### src/rtl/tdm_pkg.sv
// Shared definitions for the 8-slot TDM link, used by both transmit and receive sides.
package tdm_pkg;
    localparam int N_SLOTS = 8;
    localparam int SLOT_W  = 3;

    typedef enum logic {
        HUNT = 1'b0,
        RECV = 1'b1
    } tdm_state_e;
endpackage

### src/rtl/contador_slot.sv
// Slot index counter: synchronous clear, load-to-1, increment, and a last-slot flag.
module contador_slot
    import tdm_pkg::*;
(
    input  logic              clk,
    input  logic              rst_n,
    input  logic              clr_i,
    input  logic              load1_i,
    input  logic              inc_i,
    output logic [SLOT_W-1:0] slot_o,
    output logic              wrap_o
);
    logic [SLOT_W-1:0] slot_q, slot_d;

    // clear wins over load, load wins over increment
    always_comb begin
        slot_d = slot_q;
        if (clr_i)        slot_d = '0;
        else if (load1_i) slot_d = SLOT_W'(1);
        else if (inc_i)   slot_d = slot_q + SLOT_W'(1);
    end

    always_ff @(posedge clk or negedge rst_n) begin
        if (!rst_n) slot_q <= '0;
        else        slot_q <= slot_d;
    end

    assign slot_o = slot_q;
    assign wrap_o = (slot_q == SLOT_W'(N_SLOTS - 1));
endmodule

### src/rtl/demux_tdm_1para8.sv
// 1:8 TDM receiver: reassembles 8-slot frames into parallel lanes with sync tracking.
module demux_tdm_1para8
    import tdm_pkg::*;
#(
    parameter int WIDTH      = 1,
    parameter bit SYNC_EVERY = 1'b1
) (
    input  logic                     clk,
    input  logic                     rst_n,
    input  logic [WIDTH-1:0]         din,
    input  logic                     din_valid,
    input  logic                     frame_sync,
    output logic [N_SLOTS*WIDTH-1:0] q,
    output logic                     frame_valid,
    output logic [SLOT_W-1:0]        slot,
    output logic                     locked,
    output logic                     sync_err
);
    tdm_state_e state_q, state_d;
    logic [N_SLOTS-2:0][WIDTH-1:0] shadow_q, shadow_d;
    logic [N_SLOTS*WIDTH-1:0]      q_q, q_d;
    logic                          fv_q, fv_d, err_q, err_d;
    logic                          clr, load1, inc, wrap;
    logic [SLOT_W-1:0]             slot_cur;

    contador_slot u_cnt (
        .clk     (clk),
        .rst_n   (rst_n),
        .clr_i   (clr),
        .load1_i (load1),
        .inc_i   (inc),
        .slot_o  (slot_cur),
        .wrap_o  (wrap)
    );

    always_comb begin
        state_d  = state_q;
        shadow_d = shadow_q;
        q_d      = q_q;
        fv_d     = 1'b0;
        err_d    = 1'b0;
        clr      = 1'b0;
        load1    = 1'b0;
        inc      = 1'b0;
        if (din_valid) begin
            unique case (state_q)
                HUNT: begin
                    if (frame_sync) begin
                        shadow_d[0] = din;
                        load1       = 1'b1;
                        state_d     = RECV;
                    end
                end
                RECV: begin
                    if (frame_sync && slot_cur != '0) begin
                        // early sync restarts the frame on this beat
                        err_d       = 1'b1;
                        shadow_d[0] = din;
                        load1       = 1'b1;
                    end else if (!frame_sync && slot_cur == '0 && SYNC_EVERY) begin
                        err_d   = 1'b1;
                        clr     = 1'b1;
                        state_d = HUNT;
                    end else if (wrap) begin
                        q_d  = {din, shadow_q};
                        fv_d = 1'b1;
                        clr  = 1'b1;
                    end else begin
                        shadow_d[slot_cur] = din;
                        inc                = 1'b1;
                    end
                end
                default: state_d = HUNT;
            endcase
        end
    end

    always_ff @(posedge clk or negedge rst_n) begin
        if (!rst_n) begin
            state_q  <= HUNT;
            shadow_q <= '0;
            q_q      <= '0;
            fv_q     <= 1'b0;
            err_q    <= 1'b0;
        end else begin
            state_q  <= state_d;
            shadow_q <= shadow_d;
            q_q      <= q_d;
            fv_q     <= fv_d;
            err_q    <= err_d;
        end
    end

    assign q           = q_q;
    assign frame_valid = fv_q;
    assign slot        = slot_cur;
    assign locked      = (state_q == RECV);
    assign sync_err    = err_q;
endmodule

### config.mk
export PLATFORM = sky130hd
export DESIGN_NAME = demux_tdm_1para8
export DESIGN_NICKNAME = d
export VERILOG_FILES = /design/src/rtl/tdm_pkg.sv /design/src/rtl/contador_slot.sv /design/src/rtl/demux_tdm_1para8.sv
export SDC_FILE = /design/constraint.sdc
export NUM_CORES = 1
export LEC_CHECK = 0
export BUFFER_PORTS_ARGS = -buffer_cell sky130_fd_sc_hd__buf_2
export CAP_MARGIN = 20
export CORE_MARGIN = 3
export CORE_UTILIZATION = 45
export CTS_CLUSTER_SIZE = 28
export DETAILED_ROUTE_END_ITERATION = 10
export GPL_ROUTABILITY_DRIVEN = 0
export PLACE_DENSITY = 0.66
export SETUP_SLACK_MARGIN = 0.02
export SYNTH_ARGS = -nofsm -noshare
export SYNTH_HDL_FRONTEND = slang
export SYNTH_SLANG_ARGS = --single-unit
### constraint.sdc
create_clock -name clk -period 2.55 [get_ports clk]
set_input_delay 0.1275 -clock clk [delete_from_list [all_inputs] [get_ports clk]]
set_output_delay 0.1275 -clock clk [all_outputs]
set_load 0.005 [all_outputs]
### Word level (Yosys, flattened, before mapping)

Index checks and enable logic that the tools add are counted.
W data, S select, Z words.

* bits of input ports: 5
* flip-flop bits (word level): 21
* output and inout port bits: 14
* word-level logic and storage cells: 69

* add/sub/neg operators: 1
* reductions and logical operators: 10
* eq/ne operators: 4
* bitwise operators: 4
* magnitude comparators: 2
* mux-type cells: 36

Operators with widths (number)
* $mux W1: 28
* $reduce_and A5 Y1: 2
* $mux W3: 3
* $bwmux W7: 1
* $ne A3 B3 Y1 const B: 2
* $pmux W1 S2: 3
* $reduce_bool A3 Y1: 2
* $lt A3 B4 Y1 const B: 1
* $not A1 Y1: 4
* $reduce_and A4 Y1: 1
* $add A3 B1 Y3 const B: 1
* $demux W1 S3: 1
* $eq A3 B3 Y1 const B: 1
* $ge A3 B1 Y1 const B: 1
* $logic_and A1 B1 Y1: 3
* $logic_not A3 Y1: 1
* $ne A2 B2 Y1 const B: 1
* $logic_not A1 Y1: 1

### Depth between registers and ports, before layout

Gate-level depths: netlist of run 1.

* depth after elaboration: 9
* mapped depth: 9
* gate-level depth less buffers: 9

### Cells and area by module

A second synthesis of run 1 with hierarchy kept.

* cell total of the unflattened synthesis: 78
* area total of the unflattened synthesis: 996.0 µm²

Modules (own cells, without submodules)
* demux_tdm_1para8: seq. area each 450.4 µm², cells each 66, area each 848.3 µm², instances 1
* contador_slot: seq. area each 75.1 µm², cells each 12, area each 147.6 µm², instances 1

### Worst setup path before layout of run 1

OpenSTA, ideal clock, no wires.

* path type: register to register
* from: reg u_cnt.slot_q[0], in the netlist u_cnt.slot_o[0]
* to: reg shadow_q[3] in the netlist's numbering
* path buffers: 0
* setup slack: 408 ps
* arrival time: 2015 ps
* setup time: 127 ps
* required time: 2423 ps
* period minus slack after synthesis: 2142 ps
* cell stages (with the launch flop): 9
* cell sequence: dfrtp_1 -> inv_1 -> ha_1 -> nand2b_1 -> ha_1 -> and3b_4 -> nand2_2 -> or4_1 -> mux2_1

* longest elaborated chain between the ends: 5
* elaborated cells between the ends (all ways): 15
* those cells by class: order compare: 2; eq/ne: 1; mux: 3; bitwise: 3; reduce/logical: 6

RTL lines
* start: declaration: line contador_slot.sv:13 `logic [SLOT_W-1:0] slot_q, slot_d;`
* start signal: assignment: line contador_slot.sv:25 `else slot_q <= slot_d;`
* $lt A3 B4 Y1 (implied by the code) or $ge A3 B1 Y1 (tied branches): line demux_tdm_1para8.sv:69 `shadow_d[slot_cur] = din;`
* $logic_and A1 B1 Y1 (implied by the code): line demux_tdm_1para8.sv:69
* $mux W1 (implied by the code): line demux_tdm_1para8.sv:69
* $demux W1 S3: line demux_tdm_1para8.sv:69
* $bwmux W7: line demux_tdm_1para8.sv:69
* end signal: assignment: line demux_tdm_1para8.sv:87 `shadow_q <= shadow_d;`
* end: declaration: line demux_tdm_1para8.sv:20 `logic [N_SLOTS-2:0][WIDTH-1:0] shadow_q, shadow_d;`

Parallel ways exist; a longest one is shown, timed or not.
A chain may end at the register's enable or synchronous reset.

### Worst setup path after layout of run 1

Ends and elaborated chain as after synthesis.

==> metrics.csv, run 1 <==
stage,metric,value,unit
timing,Worst Tran Pin Value,0.458,ns
timing,minimum clock period,2.32,ns
timing,Finish-stage setup viols,0,
detailed_routing,Vias/cell,5.28,
clock_network,clock buffer depth,2,
outcome,status,completed,
place,port bufs,18,
run,max-cap violations,0,
critical_path,RR Startpoint,u_cnt.slot_o[0],
final_layout,antenna fix cells,0,
detailed_routing,vias,687,
place,Post-Place Worst Slack,0.264,ns
critical_path,delay of the slowest critical-path stage,0.46,ns
grt,met3 Use GR,2.54,%
timing,Final Max Tran Viols,0,
final_layout,Filler Cell Count,189,
final_layout,Util after Layout,56.6,%
power_and_ir_drop,total power,1.03,mW
timing,Relative slew margins,69.5,%
critical_path,"Arr. time, crit path",2.53,ns
final_layout,most frequent cells in the layout,"dfrtp_1, buf_2, mux2_2",
critical_path,Crit. End Element,register,
power_and_ir_drop,pwr dens,894,nW/um^2
final_layout,area occupied by multi-input gates,438,um^2
critical_path,"Slowest-stage cell, CP",dfrtp_1,
place,DP Wirelength,1320,um
critical_path,peak fanout along the critical path,6,
timing,Setup Skew,0.00322,ns
synthesis,largest cells by area after synthesis,"dfrtp_1, mux2_2, ha_1, a21oi_1, nand4_1",
timing,Final period util,91.0,%
grt,largest net degree at the start of global routing,22,
synthesis,post-synthesis sequential area ratio,52.5,%
synthesis,syn_nets,92,
clock_network,H-Tree Depth,1,
critical_path,crit-path cells,inv_1 -> ha_1 -> nand2b_1 -> inv_1 -> ha_1 -> nor2_2 -> nand2_2 -> or4_1 -> mux2_1,
synthesis,post-synthesis cell count,81,
synthesis,Synth top area share,52.5,%
critical_path,CP startpoint kind,register,
power_and_ir_drop,static leakage power,0.605,nW
detailed_routing,Final ANT Viol Nets,0,
detailed_routing,First-pass DRT Iterations,4,
die,die width,53.2,um
grt,gr usage total,15.5,%
die,die height,53.2,um
die,Initial Util,49.0,%
critical_path,critical path required time,2.76,ns
detailed_routing,drc violations,0,
grt,first-pass GRT wire length,3130,um
clock_network,clock sink count,21,
timing,final hold viol count,0,
grt,number of global-route vias before repair,672,
final_layout,share of layout cells above drive strength 1,40.8,%
clock_network,Post-CTS Setup Bufs,0,
detailed_routing,DR iter-0 viols,10,
synthesis,#FFs+latches synth,21,
die,die footprint,2830,um^2
critical_path,CP startpoint,u_cnt.slot_o[0],
detailed_routing,WL/cell,14.1,um
clock_network,clk slew on worst S/H paths,0.12,ns
timing,Max Fclk,431,MHz
synthesis,Netlist cell types,26,
die,# IOs,19,
hold_path,hold_sp,din_valid,
timing,RSZ-0062 raised after global routing,false,
timing,setup TNS,0,ns
die,# rows,16,
hold_path,Hold WC Path Type,in2reg,
clock_network,CTS tree,done,
grt,GR Util met1,20.4,%
grt,"Remaining Overflow, GRT",0,
timing,PnR worst setup slack,0.230,ns
die,core area,2040,um^2
detailed_routing,drt total wl,1840,um
grt,busiest grt layer,met2,
final_layout,Seq. cell area,526,um^2
clock_network,cts bufs inserted,3,
synthesis,synthesized area per cell,12.4,um^2
final_layout,"most common cell after layout, fill and taps aside",dfrtp_1,
synthesis,yosys warns,0,
synthesis,cell taking the most area after synthesis,dfrtp_1,
grt,initial antenna violation count,0,
final_layout,fin nets,115,
clock_network,worst skew pair latency,0.31,ns
synthesis,"Cell Area, Synth",1000,um^2
critical_path,WS Path Type,reg2reg,
final_layout,Layout area overhead,15.4,%
power_and_ir_drop,VDD IR-drop max,0.418,mV
grt,met2 Track Usage GR,24.6,%
clock_network,CTS root buffer,clkbuf_4,
## cell families after synthesis
group | Yosys count | synth area share, %
AND/OR/NAND/NOR | 24 | 14.6
flip-flops | 21 | 52.5
multiplexers | 16 | 17.9
AO/OA/AOI/OAI | 7 | 3.75
buffers and inverters | 7 | 3.75
adder cells (fa/ha/maj) | 6 | 7.50
## layer usage
| layer | wire [um] | share of wire [%] |
|---|---|---|
| met5 | 0 | 0 |
| met4 | 31 | 1.7 |
| met3 | 78 | 4.2 |
| met2 | 872 | 47 |
| met1 | 854 | 46 |
## Yosys cell counts
cell type / instances
nand2_1: 3
dfrtp_1: 21
nor3b_1: 2
ha_1: 6
nor2b_1: 1
mux2i_1: 1
nor2_1: 3
buf_4: 1
nor2_2: 1
a31oi_1: 2
mux2_1: 1
nand3_1: 3
clkbuf_1: 1
nand4_1: 3
nor4_1: 2
and3b_4: 1
a21oi_1: 4
inv_1: 4
nand2b_1: 1
nor3_2: 1
nand3b_1: 1
or4_1: 1
nand2_2: 1
mux2_2: 14
o21ai_0: 1
buf_6: 1
## flip-flops by register name (all words and copies together), names as in the netlist
name          count
locked            1
shadow_q          7
q                 8
u_cnt.slot_o      3
sync_err          1
frame_valid       1
## layout make-up
type	instances	share of cell area, %
Clock buffer	3	1.95
Clock inverter	1	0.433
Inverter	4	1.30
Multi-Input combinational cell	53	37.9
Sequential cell	21	45.5
Tap cell	27	2.93
Timing Repair Buffer	21	9.97
## metrics by stage
stage	cells	cell area, um^2	hold slack, ns
floorplan	81	1000	-0.168
detailed placement	125	1120	0.113
finish	130	1150	0.0702
CTS	130	1150	0.0691
global placement	125	1120	0.107
global route	130	1150	0.0905
## report_power, final
group          internal, mW  switching, mW
logic                 0.179          0.179
clock network        0.0587          0.106
registers             0.435         0.0740
## worst max-delay path, delay by kind of cell (launching register included)
kind,cells,cell delay [ns]
fa+ha+maj,2,0.44
buf+inv,2,0.20
flops,1,0.46
mux,1,0.32
simple gates,4,0.80
## final timing paths
path,cells past startpoint,end,slack (ns)
max,9,shadow_q[3],0.23
min,3,sync_err,0.07
max reg2reg,9,shadow_q[3],0.23
min reg2reg,1,shadow_q[3],0.51
max in group asynchronous,2,shadow_q[4],1.96
min in group asynchronous,2,q[3],0.28
## what timing repair did
| action | 4_1_cts | 5_1_grt |
|---|---|---|
| hold buffers | 1 | 0 |
| gates resized for setup | 0 | 0 |
| endpoints found under the hold margin | 21 | 0 |
(Power assumes the default switching activity.)
==> run 2, diff against run 1 <==
- SYNTH_HIERARCHICAL: unset -> 1
==> metrics.csv, run 2 <==
stage,metric,value,unit,change
synthesis,number of flops mapped to enable cells by yosys,0,,unchanged
die,core area,2020,um^2,-0.98%
final_layout,Filler Cell Count,183,,-3.2%
detailed_routing,vias,671,,-2.3%
clock_network,cts bufs inserted,3,,unchanged
grt,largest net degree at the start of global routing,22,,unchanged
power_and_ir_drop,pwr dens,954,nW/um^2,+6.7%
final_layout,fin nets,114,,-0.87%
detailed_routing,WL/cell,13.2,um,-6.3%
critical_path,WS Path Type,reg2reg,,
clock_network,clk slew on worst S/H paths,0.11,ns,about the same
detailed_routing,DR iter-0 viols,10,,unchanged
timing,Setup Skew,0.00407,ns,+0.000845 ns
detailed_routing,drc violations,0,,unchanged
final_layout,most frequent cells in the layout,"dfrtp_1, buf_2, mux2_2",,
critical_path,CP startpoint kind,register,,
timing,final hold viol count,0,,unchanged
detailed_routing,Final ANT Viol Nets,0,,unchanged
power_and_ir_drop,static leakage power,0.597,nW,-1.3%
critical_path,CP startpoint,u_cnt/slot_o[0],,
timing,Relative slew margins,66.8,%,-2.6 points
die,Initial Util,49.3,%,+0.24 points
timing,Finish-stage setup viols,0,,unchanged
grt,gr usage total,14.4,%,-1.1 points
synthesis,"count leader, synth",dfrtp_1,,
synthesis,synthesized area per cell,12.8,um^2,+3.3%
final_layout,"most common cell after layout, fill and taps aside",dfrtp_1,,
timing,Max Fclk,422,MHz,-2.1%
critical_path,crit-path cells,or3_1 -> inv_1 -> ha_1 -> inv_1 -> or4_4 -> nor3b_2 -> mux2_2,,
synthesis,#FFs+latches synth,21,,unchanged
grt,first-pass GRT wire length,2900,um,-7.3%
synthesis,Post-synth top cells,"dfrtp_1, mux2_2, ha_1, inv_1, nor2_1",,
timing,Final Max Tran Viols,0,,unchanged
die,die width,53.0,um,-0.23%
timing,PnR worst setup slack,0.181,ns,-0.0486 ns
synthesis,Post-synth top flop,dfrtp_1,,
clock_network,H-Tree Depth,1,,unchanged
die,die height,53.0,um,-0.23%
timing,Final period util,92.9,%,+1.9 points
final_layout,Largest register FFs,8,,unchanged
final_layout,final non-filler cell area,1170,um^2,+1.4%
timing,RSZ-0062 raised after global routing,false,,
critical_path,Crit. End Element,register,,
run,max-cap violations,0,,unchanged
critical_path,"Arr. time, crit path",2.56,ns,+0.03 ns
critical_path,R2R setup slack,0.18,ns,-0.05 ns
timing,setup TNS,0,ns,unchanged
critical_path,peak fanout along the critical path,6,,unchanged
grt,number of global-route vias before repair,656,,-2.4%
clock_network,# hold bufs at CTS,1,,unchanged
outcome,status,completed,,
timing,Worst Tran Pin Value,0.491,ns,+0.0326 ns
detailed_routing,First-pass DRT Iterations,4,,unchanged
synthesis,cell taking the most area after synthesis,dfrtp_1,,
synthesis,Synth top area share,52.8,%,+0.26 points
detailed_routing,drt total wl,1720,um,-6.3%
critical_path,critical path required time,2.74,ns,-0.02 ns
critical_path,crit path to,shadow_q[4],,
critical_path,WP depth,7,,-2
clock_network,worst skew pair latency,0.29,ns,-0.02 ns
critical_path,RR Startpoint,u_cnt/slot_o[0],,
synthesis,largest cells by area after synthesis,"dfrtp_1, mux2_2, ha_1, mux2i_1, nor3b_2",,
place,placed cell areas,1130,um^2,+1.6%
critical_path,cells on worst reg2reg path,7,,-2
final_layout,Layout area overhead,17.6,%,
clock_network,CTS resizes,0,,unchanged
grt,"Remaining Overflow, GRT",0,,unchanged
synthesis,yosys warns,6,,+6
die,die footprint,2810,um^2,-0.45%
critical_path,CP bufs+invs,2,,unchanged
clock_network,Post-CTS Setup Bufs,0,,unchanged
clock_network,clock sink count,21,,unchanged
synthesis,post-synthesis sequential area ratio,52.8,%,+0.26 points
place,Post-Place Worst Slack,0.189,ns,-0.0747 ns
clock_network,clock buffer depth,2,,unchanged
die,# rows,16,,unchanged
place,DP Wirelength,1240,um,-6.0%
synthesis,syn_nets,88,,-4.3%
die,# IOs,19,,unchanged
timing,worst hold margin,0.0918,ns,+0.0216 ns
synthesis,async set-reset flop share out of synthesis,100,%,unchanged
final_layout,share of layout cells above drive strength 1,41.7,%,+0.97 points
timing,minimum clock period,2.37,ns,+0.0486 ns
detailed_routing,Vias/cell,5.16,,-2.3%
final_layout,Util after Layout,57.9,%,+1.4 points
clock_network,CTS root buffer,clkbuf_4,,
place,port bufs,18,,unchanged
clock_network,CTS tree,done,,
power_and_ir_drop,VDD IR-drop max,0.505,mV,+21%
critical_path,"Slowest-stage cell, CP",or4_4,,
critical_path,most frequent CP cell,inv_1,,
critical_path,delay of the slowest critical-path stage,0.51,ns,+0.05 ns
critical_path,worst r2r dst,shadow_q[4],,
synthesis,post-synthesis cell count,78,,-3.7%
synthesis,Netlist cell types,23,,-12%
synthesis,"Cell Area, Synth",996,um^2,-0.50%
final_layout,antenna fix cells,0,,unchanged
critical_path,Worst path top cell family by delay,simple AND/OR/NAND/NOR gates,,
hold_path,Hold WC Path Type,in2reg,,
grt,initial antenna violation count,0,,unchanged
run 2: layout make-up:
cell class	count	area [um^2]	area share [%]
Tap cell	27	33.8	2.88
Clock buffer	4	26.3	2.24
Inverter	4	15.0	1.28
Multi-Input combinational cell	52	448	38.2
Sequential cell	21	526	44.9
Timing Repair Buffer	22	123	10.5
run 2: cells by family after synthesis:
family	after synthesis	synth area share, %
adder cells (fa/ha/maj)	5	6.28
flip-flops	21	52.8
AO/OA/AOI/OAI	5	3.02
multiplexers	18	20.0
AND/OR/NAND/NOR	23	14.8
XOR/XNOR	1	0.880
buffers and inverters	5	2.26
run 2: power breakdown:
part / switching, mW / total (mW) / internal (mW) / leakage [nW]
registers: 0.0707 / 0.518 / 0.447 / 0.275
clock network: 0.0946 / 0.155 / 0.0608 / 0.0150
logic: 0.206 / 0.444 / 0.238 / 0.308
total: 0.372 / 1.12 / 0.745 / 0.597
run 2: routing by layer:
| layer | part of all wire, % | vias up | track usage [%] |
|---|---|---|---|
| li1 | - | 331 | - |
| met1 | 49 | 323 | 20.1 |
| met2 | 46 | 15 | 21.7 |
| met3 | 4.8 | 2 | 2.54 |
| met4 | 0.58 | 0 | 6.38 |
| met5 | 0 | - | 0 |
run 2: worst min-delay path by stage:
stage	from	to	slack [ns]	cells past startpoint
global placement	rst_n	frame_valid	0.11	1
global route	din_valid	locked	0.08	2
floorplan	rst_n	frame_valid	-0.17	0
detailed placement	rst_n	frame_valid	0.12	1
finish	din_valid	locked	0.09	2
CTS	din_valid	locked	0.08	2
run 2: metrics by stage:
stage	total power, mW	std cells
finish	1.12	130
global route	1.21	130
CTS	1.13	130
detailed placement	0.972	125
global placement	0.959	125
floorplan	0.819	78
==> run 3, diff against run 2 <==
- PLACE_DENSITY: 0.66 -> 0.76
==> metrics.csv, run 3 (synthesized netlist as in run 2, its figures left out) <==
stage,metric,value,unit,change
timing,Relative slew margins,65.1,%,-1.7 points
die,# rows,16,,unchanged
detailed_routing,Final ANT Viol Nets,0,,unchanged
power_and_ir_drop,Int Pwr,0.747,mW,+0.15%
power_and_ir_drop,VDD IR-drop max,0.510,mV,+0.97%
detailed_routing,drc violations,0,,unchanged
detailed_routing,DR iter-0 viols,10,,unchanged
power_and_ir_drop,total net switching power,0.390,mW,+5.0%
die,# IOs,19,,unchanged
die,die height,53.0,um,unchanged
final_layout,Largest register FFs,8,,unchanged
final_layout,"most common cell after layout, fill and taps aside",dfrtp_1,,
die,core area,2020,um^2,unchanged
critical_path,peak fanout along the critical path,6,,unchanged
run,max-cap violations,0,,unchanged
grt,largest net degree at the start of global routing,22,,unchanged
power_and_ir_drop,pwr dens,967,nW/um^2,+1.3%
power_and_ir_drop,static leakage power,0.595,nW,-0.31%
final_layout,fin nets,114,,unchanged
clock_network,clock buffer depth,2,,unchanged
place,port bufs,18,,unchanged
critical_path,WS Path Type,reg2reg,,
power_and_ir_drop,total power,1.14,mW,+1.8%
timing,setup TNS,0,ns,unchanged
clock_network,clk slew on worst S/H paths,0.12,ns,about the same
die,die width,53.0,um,unchanged
place,Cells after DPL,125,,unchanged
critical_path,CP startpoint kind,register,,
critical_path,"Arr. time, crit path",2.60,ns,+0.04 ns
detailed_routing,WL/cell,14.0,um,+5.6%
clock_network,CTS tree,done,,
timing,RSZ-0062 raised after global routing,false,,
hold_path,Hold WC Path Type,in2reg,,
timing,Max Fclk,419,MHz,-0.87%
critical_path,critical path required time,2.76,ns,+0.02 ns
power_and_ir_drop,part of the power in registers,46.0,%,-0.3 points
die,Initial Util,49.3,%,unchanged
die,die footprint,2810,um^2,unchanged
timing,Final period util,93.7,%,+0.81 points
detailed_routing,vias,690,,+2.8%
timing,Finish-stage setup viols,0,,unchanged
place,DP Wirelength,1350,um,+8.6%
detailed_routing,Vias/cell,5.31,,+2.8%
grt,initial antenna violation count,0,,unchanged
final_layout,share of layout cells above drive strength 1,43.7,%,+1.9 points
final_layout,most frequent cells in the layout,"dfrtp_1, buf_2, mux2_2",,
clock_network,cts bufs inserted,3,,unchanged
clock_network,worst skew pair latency,0.31,ns,+0.02 ns
timing,Final Max Tran Viols,0,,unchanged
timing,final hold viol count,0,,unchanged
final_layout,Filler Cell Count,179,,-2.2%
grt,number of global-route vias before repair,719,,+9.6%
timing,Worst Tran Pin Value,0.515,ns,+0.0249 ns
critical_path,Crit. End Element,register,,
timing,minimum clock period,2.39,ns,+0.0208 ns
final_layout,antenna fix cells,0,,unchanged
final_layout,Layout area overhead,18.1,%,
detailed_routing,drt total wl,1820,um,+5.6%
timing,Setup Skew,0.00390,ns,-0.000169 ns
power_and_ir_drop,switch share,34.3,%,+1.1 points
clock_network,H-Tree Depth,1,,unchanged
power_and_ir_drop,Gate power share,39.4,%,-0.4 points
detailed_routing,First-pass DRT Iterations,4,,unchanged
power_and_ir_drop,clock share of power,14.6,%,+0.7 points
clock_network,CTS root buffer,clkbuf_4,,
grt,first-pass GRT wire length,3310,um,+14%
outcome,status,completed,,
final_layout,fin cells,130,,unchanged
clock_network,clock sink count,21,,unchanged
grt,"Remaining Overflow, GRT",0,,unchanged
grt,gr usage total,16.5,%,+2.1 points
## run 3: final timing paths
path,start,end,slack (ns),cells after the start
worst max-delay path,u_cnt/slot_o[0],shadow_q[2],0.16,7
worst min-delay path,din_valid,locked,0.07,2
worst max register to register,u_cnt/slot_o[0],shadow_q[2],0.16,7
worst min register to register,q[4],q[4],0.51,1
max in group asynchronous,rst_n,u_cnt/slot_o[0],1.92,2
min in group asynchronous,rst_n,q[0],0.29,2
## run 3: per-layer routing
metal / track usage [%] / share of wire, % / routed length (um)
met1: 21.3 / 47 / 860
met2: 26.7 / 46 / 831
met3: 5.35 / 6.2 / 112
met4: 3.83 / 0.72 / 13
met5: 0 / 0 / 0
## run 3: area by class of cell
type,count,area [um^2],share of cell area (%)
Sequential cell,21,527,44.8
Clock buffer,3,22.5,1.91
Timing Repair Buffer,22,123,10.4
Inverter,4,15.0,1.28
Tap cell,27,33.8,2.87
Clock inverter,1,7.51,0.638
Multi-Input combinational cell,52,448,38.1
## run 3: power by group through the flow
stage / registers (mW) / clock network [mW] / logic, mW
floorplan: 0.528 / 0 / 0.291
global placement: 0.524 / 0 / 0.433
detailed placement: 0.531 / 0 / 0.446
CTS: 0.523 / 0.177 / 0.450
global route: 0.539 / 0.190 / 0.506
finish: 0.522 / 0.166 / 0.448
## run 3: metrics by stage
stage	hold WS, ns	setup slack, ns	utilization (%)	cell area, um^2
6_report	0.0718	0.161	58.2	1180
5_1_grt	0.0664	0.0369	58.2	1180
4_1_cts	0.0591	0.157	58.1	1170
3_5_place_dp	0.112	0.167	56.1	1130
3_3_place_gp	0.103	0.273	56.1	1130
2_1_floorplan	-0.168	0.284	-	996
## run 3: timing repair
item | in CTS | in global routing
setup buffers | 0 | 0
endpoints found under the hold margin | 21 | 0
endpoints found under the setup margin | 0 | 1
gates resized for setup | 0 | 1
hold buffers | 1 | 0
## run 3: worst max-delay path, cell delays in order, from the launching register on
cell and delay (ns):
dfrtp_2 0.46, or3_1 0.43, inv_1 0.11, ha_1 0.17
inv_1 0.07, or4_4 0.51, nor3b_2 0.20, mux2_2 0.35
